### config.mk
export PLATFORM = sky130hd
export DESIGN_NAME = softmax_argmax_stream
export DESIGN_NICKNAME = d
export VERILOG_FILES = /design/src/rtl/softmax_argmax_stream.sv
export SDC_FILE = /design/constraint.sdc
export NUM_CORES = 1
export LEC_CHECK = 0
export BUFFER_PORTS_ARGS = -buffer_cell sky130_fd_sc_hd__buf_2
export CORE_MARGIN = 2
export CORE_UTILIZATION = 30
export CTS_CLUSTER_DIAMETER = 200
export DETAILED_ROUTE_END_ITERATION = 10
export GPL_TIMING_DRIVEN = 0
export PLACE_DENSITY = 0.52
export SYNTH_ARGS = -nofsm -noshare
export SYNTH_HDL_FRONTEND = slang
export SYNTH_SLANG_ARGS = --single-unit
### constraint.sdc
create_clock -name clk -period 3.6 [get_ports clk]
set_clock_uncertainty 0.05 [all_clocks]
set_input_delay 0.36 -clock clk [delete_from_list [all_inputs] [get_ports clk]]
set_output_delay 0.36 -clock clk [all_outputs]
set_load 0.05 [all_outputs]
### src/rtl/softmax_argmax_stream.sv
// softmax_argmax_stream
// Streaming argmax stage that sits after the softmax network. It takes one
// signed Q(WIDTH-FRAC).FRAC element per cycle and emits the winning class
// index and value once per OUT_SIZE-element vector. It also counts results
// per BATCH vectors.
//
// Optional feature: define ARGMAX_LOW_CONF_EN to build the low-confidence
// flag (m_max < CONF_THRESH). If it is not defined, m_low_conf is tied to 0.
//
// Ports:
//   clk, rst_n      clock (rising edge), asynchronous active-low reset
//   clear           synchronous clear of the partial vector, counters and outputs
//   s_valid/s_ready input element handshake (s_ready is combinational)
//   s_data          signed element; element k of a vector is class k
//   m_valid/m_ready result handshake
//   m_index, m_max  argmax class index and its value
//   vec_count       results loaded in the current batch, modulo BATCH
//   batch_done      one-cycle pulse alongside the BATCH-th result
//   m_low_conf      result value below CONF_THRESH (feature builds only)
module softmax_argmax_stream #(
  parameter int WIDTH       = 16,
  parameter int FRAC        = 8,
  parameter int OUT_SIZE    = 3,
  parameter int BATCH       = 300,
  parameter int CONF_THRESH = 128,
  localparam int IDX_W = (OUT_SIZE > 1) ? $clog2(OUT_SIZE) : 1,
  localparam int CNT_W = (BATCH > 1) ? $clog2(BATCH) : 1
) (
  input  logic                    clk,
  input  logic                    rst_n,
  input  logic                    clear,
  input  logic                    s_valid,
  output logic                    s_ready,
  input  logic signed [WIDTH-1:0] s_data,
  output logic                    m_valid,
  input  logic                    m_ready,
  output logic [IDX_W-1:0]        m_index,
  output logic signed [WIDTH-1:0] m_max,
  output logic [CNT_W-1:0]        vec_count,
  output logic                    batch_done,
  output logic                    m_low_conf
);

  typedef enum logic {FIRST, ACC} state_t;

  state_t                  state, state_nxt;
  logic [IDX_W-1:0]        elem_cnt;
  logic signed [WIDTH-1:0] run_max;
  logic [IDX_W-1:0]        run_idx;

  logic                    accept;
  logic                    last;
  logic                    load;
  logic signed [WIDTH-1:0] cand_max;
  logic [IDX_W-1:0]        cand_idx;

  // FRAC only documents the number format. It is read here so that it does
  // not show up as an unused parameter.
  logic unused_cfg;
  assign unused_cfg = (FRAC < 0) ^ (CONF_THRESH < 0);

  // The input stalls whenever a result is waiting and is not being taken this
  // cycle. It also stalls during clear, so nothing slips in while clearing.
  assign s_ready = !clear && (!m_valid || m_ready);
  assign accept  = s_valid && s_ready;

  // This compare already includes the element being accepted. The last
  // element of a vector can therefore load the result directly, without an
  // extra cycle. The strict greater-than keeps the lowest index on a tie.
  always_comb begin
    cand_max = run_max;
    cand_idx = run_idx;
    last     = 1'b0;
    if (state == FIRST) begin
      cand_max = s_data;
      cand_idx = '0;
      last     = (OUT_SIZE == 1);
    end else begin
      if (s_data > run_max) begin
        cand_max = s_data;
        cand_idx = elem_cnt;
      end
      last = (elem_cnt == IDX_W'(OUT_SIZE - 1));
    end
  end

  assign load = accept && last;

  // Next-state logic. A completed vector always returns to FIRST. With
  // OUT_SIZE=1, every element is a last element, so the FSM never leaves FIRST.
  always_comb begin
    state_nxt = state;
    if (clear) begin
      state_nxt = FIRST;
    end else if (accept) begin
      state_nxt = last ? FIRST : ACC;
    end
  end

  always_ff @(posedge clk or negedge rst_n) begin
    if (!rst_n) begin
      state <= FIRST;
    end else begin
      state <= state_nxt;
    end
  end

  // Running max and element counter, plus the output register. When a new
  // result loads, it takes priority over the drop of m_valid. A result taken
  // in the same cycle is simply replaced, and m_valid stays high.
  always_ff @(posedge clk or negedge rst_n) begin
    if (!rst_n) begin
      elem_cnt   <= '0;
      run_max    <= '0;
      run_idx    <= '0;
      m_valid    <= 1'b0;
      m_index    <= '0;
      m_max      <= '0;
      vec_count  <= '0;
      batch_done <= 1'b0;
    end else if (clear) begin
      elem_cnt   <= '0;
      run_max    <= '0;
      run_idx    <= '0;
      m_valid    <= 1'b0;
      m_index    <= '0;
      m_max      <= '0;
      vec_count  <= '0;
      batch_done <= 1'b0;
    end else begin
      batch_done <= 1'b0;
      if (accept) begin
        run_max  <= cand_max;
        run_idx  <= cand_idx;
        elem_cnt <= last ? '0 : elem_cnt + 1'b1;
      end
      if (load) begin
        m_valid <= 1'b1;
        m_index <= cand_idx;
        m_max   <= cand_max;
        if (vec_count == CNT_W'(BATCH - 1)) begin
          vec_count  <= '0;
          batch_done <= 1'b1;
        end else begin
          vec_count <= vec_count + 1'b1;
        end
      end else if (m_valid && m_ready) begin
        m_valid <= 1'b0;
      end
    end
  end

`ifdef ARGMAX_LOW_CONF_EN
  localparam logic signed [WIDTH-1:0] THRESH = WIDTH'(CONF_THRESH);

  // The flag is registered alongside m_max. It therefore holds exactly as
  // long as the result it describes.
  always_ff @(posedge clk or negedge rst_n) begin
    if (!rst_n) begin
      m_low_conf <= 1'b0;
    end else if (clear) begin
      m_low_conf <= 1'b0;
    end else if (load) begin
      m_low_conf <= (cand_max < THRESH);
    end
  end
`else
  assign m_low_conf = 1'b0;
`endif

endmodule

==> flow_summary.ini <==
[detailed_routing]
post-route-drc-count = 0
via_per_inst = 5.06
met2RoutedLength_um = 3460
drt_iter0_markers = 112
routed_wl_um = 7670
met3_length_um = 320
vias = 2557
route.antenna.remaining_nets = 0
wl_met1_um = 3820
routedWlPerCell_um = 15.2
drtPass1Iterations = 4
maxUsedRoutingLayer = met4

[floorplanning]
die-width_um = 105
num_io_pins = 52
std_cell_rows = 36
die_y_um = 105
die-area_sq_um = 11000
initial_core_util = 0.310
core-area_sq_um = 9820

[final_layout]
n_antenna_cell = 0
n_fill_cell = 1055
final_nets = 409
post_route_cells_drive_above_1_share = 0.237
area_growth_pct = 17.1
finish.utilization = 0.363

[clock_network]
clock_tree.buffer_depth = 2
numCtsBuffers = 5
cts_max_level = 2
post-cts-setup-buffer-count = 0
hold_fix_buffers_cts = 0
tritoncts = yes
root_buffer = sky130_fd_sc_hd__clkbuf_8
clk_pin_slew_worst_paths_ps = 100
insertion_delay_ps = 310
number_of_clock_sinks_seen_by_cts = 50
cts-resized-gates = 0

[synthesis]
asyncSetResetFlopFracSynth = 1.00
seq_cells_post_synth = 50
synthSimpleGateAreaFrac = 0.205
synth.net_count = 352
synth_flop_cell = sky130_fd_sc_hd__dfrtp_1
dominant_combinational_cell_family_by_area_after_synthesis = simple AND/OR/NAND/NOR gates
synthXorXnorAreaFrac = 0.00575
yosys-top-cells-area = sky130_fd_sc_hd__dfrtp_1 41%, sky130_fd_sc_hd__ha_1 7.0%, sky130_fd_sc_hd__a311oi_2 6.4%
syn_area_per_cell_sq_um = 9.70
post_synth_instance_area_sq_um = 3050
yosysTopAreaCellShare = 0.411
synth_edf_count = 0
yosysSeqAreaShare = 0.411
most_numerous_cell_types_in_the_synthesized_netlist = 50 x sky130_fd_sc_hd__dfrtp_1, 37 x sky130_fd_sc_hd__nor2_1, 26 x sky130_fd_sc_hd__o21ai_0
muxShareOfSynthArea = 0.0587
synth_area_leader = sky130_fd_sc_hd__dfrtp_1
area_fraction_in_compound_gates_after_synthesis = 0.193
synthesized_area_fraction_occupied_by_adder_cells = 0.0698
syn-instance-count = 314
synth.most_common_cell = sky130_fd_sc_hd__dfrtp_1
synthesis_warning_total = 0
yosysUniqueCellTypes = 48

[timing]
hold_viol_final = 0
maximum_clock_frequency_ghz = 0.349
finalMaxSlewViolations = 0
timing.final.crit_period_ps = 2870
worstMarginPinSlew_ps = 846
timing.slew.headroom = 0.436
post-route-period-util = 0.796
final-setup-viol-count = 0
rsz0062_at_grt = false
fin_setup_tns_ps = 0

[worst_setup_path]
crit_path_start_kind = flop
worstPathMaxFanout = 10
critical_path.cell_chain = inv_1 -> ha_1 -> nand4_2 -> o21bai_1 -> a2111oi_2 -> o31ai_4 -> o21ai_4 -> buf_4 -> mux2_1
timing.critical_path.required_ps = 3740
timing.critical_path.slowest_cell_delay_ps = 530
worst_path_max_delay_cell = sky130_fd_sc_hd__a2111oi_2
worst_ep_arrival_time_ps = 3010
worst-setup-path-type = flop to flop
setup.worst_path.end_class = flop

[placement]
detailedPlacementHpwl_um = 5620
port-buffer-count = 49
globalplace.congestion = 0.840

[global_routing]
largest_net_degree_at_the_start_of_global_routing = 51
first_global_vias = 2650
grt_antenna_before_repair = 0
globalRouteTotalUtil = 0.150
grt_pass1_wl_um = 13400
grt_overflow_total = 0

[job]
maxCapViolCount = 0

[power_and_ir_drop]
ir_worst_vdd_mv = 0.178
power_per_cell_area_nw_per_um2 = 334
p_leak_nw = 1.57

[status]
outcome = finished clean

[hold_path]
hold_path.class = input port to async pin
[metrics by stage]
stage	power [mW]	hold WS [ps]	setup slack [ps]	cells	area (sq um)
2_1_floorplan	0.778	14.4	1040	314	3050
3_3_place_gp	0.855	423	607	496	3460
3_5_place_dp	0.859	432	596	496	3460
4_1_cts	1.20	245	708	504	3550
5_1_grt	1.27	63.3	449	505	3570
6_report	1.19	13.3	733	505	3570
[logic make-up after synthesis]
kind of cell    count (synthesis)
fa+ha+maj                      17
mux                            16
xor+xnor                        2
simple gates                  116
compound gates                 73
flops                          50
other cells                     1
buf+inv                        39
[metal layers]
layer,global-route usage,vias up
met5,0,-
met4,0.0400,0
met3,0.0262,6
met2,0.241,58
met1,0.208,1252
li1,-,1241
[cell usage in the layout, fill, tap and decap left out, types with 6 or more instances in the layout]
| cell type | Yosys | final |
|---|---|---|
| sky130_fd_sc_hd__clkbuf_1 | 13 | 13 |
| sky130_fd_sc_hd__mux2_1 | 15 | 15 |
| sky130_fd_sc_hd__a311oi_2 | 13 | 13 |
| sky130_fd_sc_hd__o21ai_0 | 26 | 26 |
| sky130_fd_sc_hd__nand3_1 | 9 | 9 |
| sky130_fd_sc_hd__ha_1 | 17 | 17 |
| sky130_fd_sc_hd__dfrtp_1 | 50 | 50 |
| sky130_fd_sc_hd__and2_1 | 7 | 7 |
| sky130_fd_sc_hd__nand4_1 | 6 | 6 |
| sky130_fd_sc_hd__or3_1 | 18 | 18 |
| sky130_fd_sc_hd__inv_1 | 18 | 18 |
| sky130_fd_sc_hd__buf_2 | 3 | 52 |
| sky130_fd_sc_hd__nor2_1 | 37 | 37 |
| sky130_fd_sc_hd__a21oi_1 | 16 | 16 |
| sky130_fd_sc_hd__nand2_1 | 13 | 13 |
[area by class of cell]
cell class / instances / area, sq um / share of cell area
timing repair buffer: 50 / 265 / 0.0743
clock buffer: 5 / 68.8 / 0.0193
clock inverter: 3 / 21.3 / 0.00596
sequential: 50 / 1250 / 0.351
multi-input combinational: 225 / 1620 / 0.455
buffer: 20 / 101 / 0.0284
tap: 133 / 166 / 0.0466
inverter: 19 / 71.3 / 0.0200
[critical path: cells and delay by family, from the launching register on]
| family | cells | cell delay, ps |
|---|---|---|
| buffers and inverters | 2 | 370 |
| DFF | 1 | 370 |
| muxes | 1 | 340 |
| AOI/OAI and AO/OA | 4 | 1170 |
| adders and majority gates | 1 | 280 |
| and+or+nand+nor | 1 | 180 |
[state kept, by name, summed over array words and instances, names as in the netlist]
signal,cells
elem_cnt,2
m_valid,1
m_max,16
state,1
vec_count,9
run_idx,2
m_index,2
run_max,16
batch_done,1
[final timing paths]
check / from / to / slack, ps / depth (start not counted)
worst max-delay path: run_max[15]$_DFFE_PN0P_ / run_max[11]$_DFFE_PN0P_ / 730 / 9
worst min-delay path: rst_n / run_max[8]$_DFFE_PN0P_ / 10 / 1
worst max register to register: run_max[15]$_DFFE_PN0P_ / run_max[11]$_DFFE_PN0P_ / 730 / 9
worst min register to register: elem_cnt[1]$_DFFE_PN0P_ / elem_cnt[1]$_DFFE_PN0P_ / 450 / 1
max in group asynchronous: rst_n / run_idx[1]$_DFFE_PN0P_ / 2920 / 2
min in group clk: s_data[6] / run_max[6]$_DFFE_PN0P_ / 250 / 2
[where the power goes]
group / switching, mW / internal, mW
logic: 0.166 / 0.0891
clock network: 0.207 / 0.137
registers: 0.0100 / 0.582
Power figures use the tool's default switching activity.
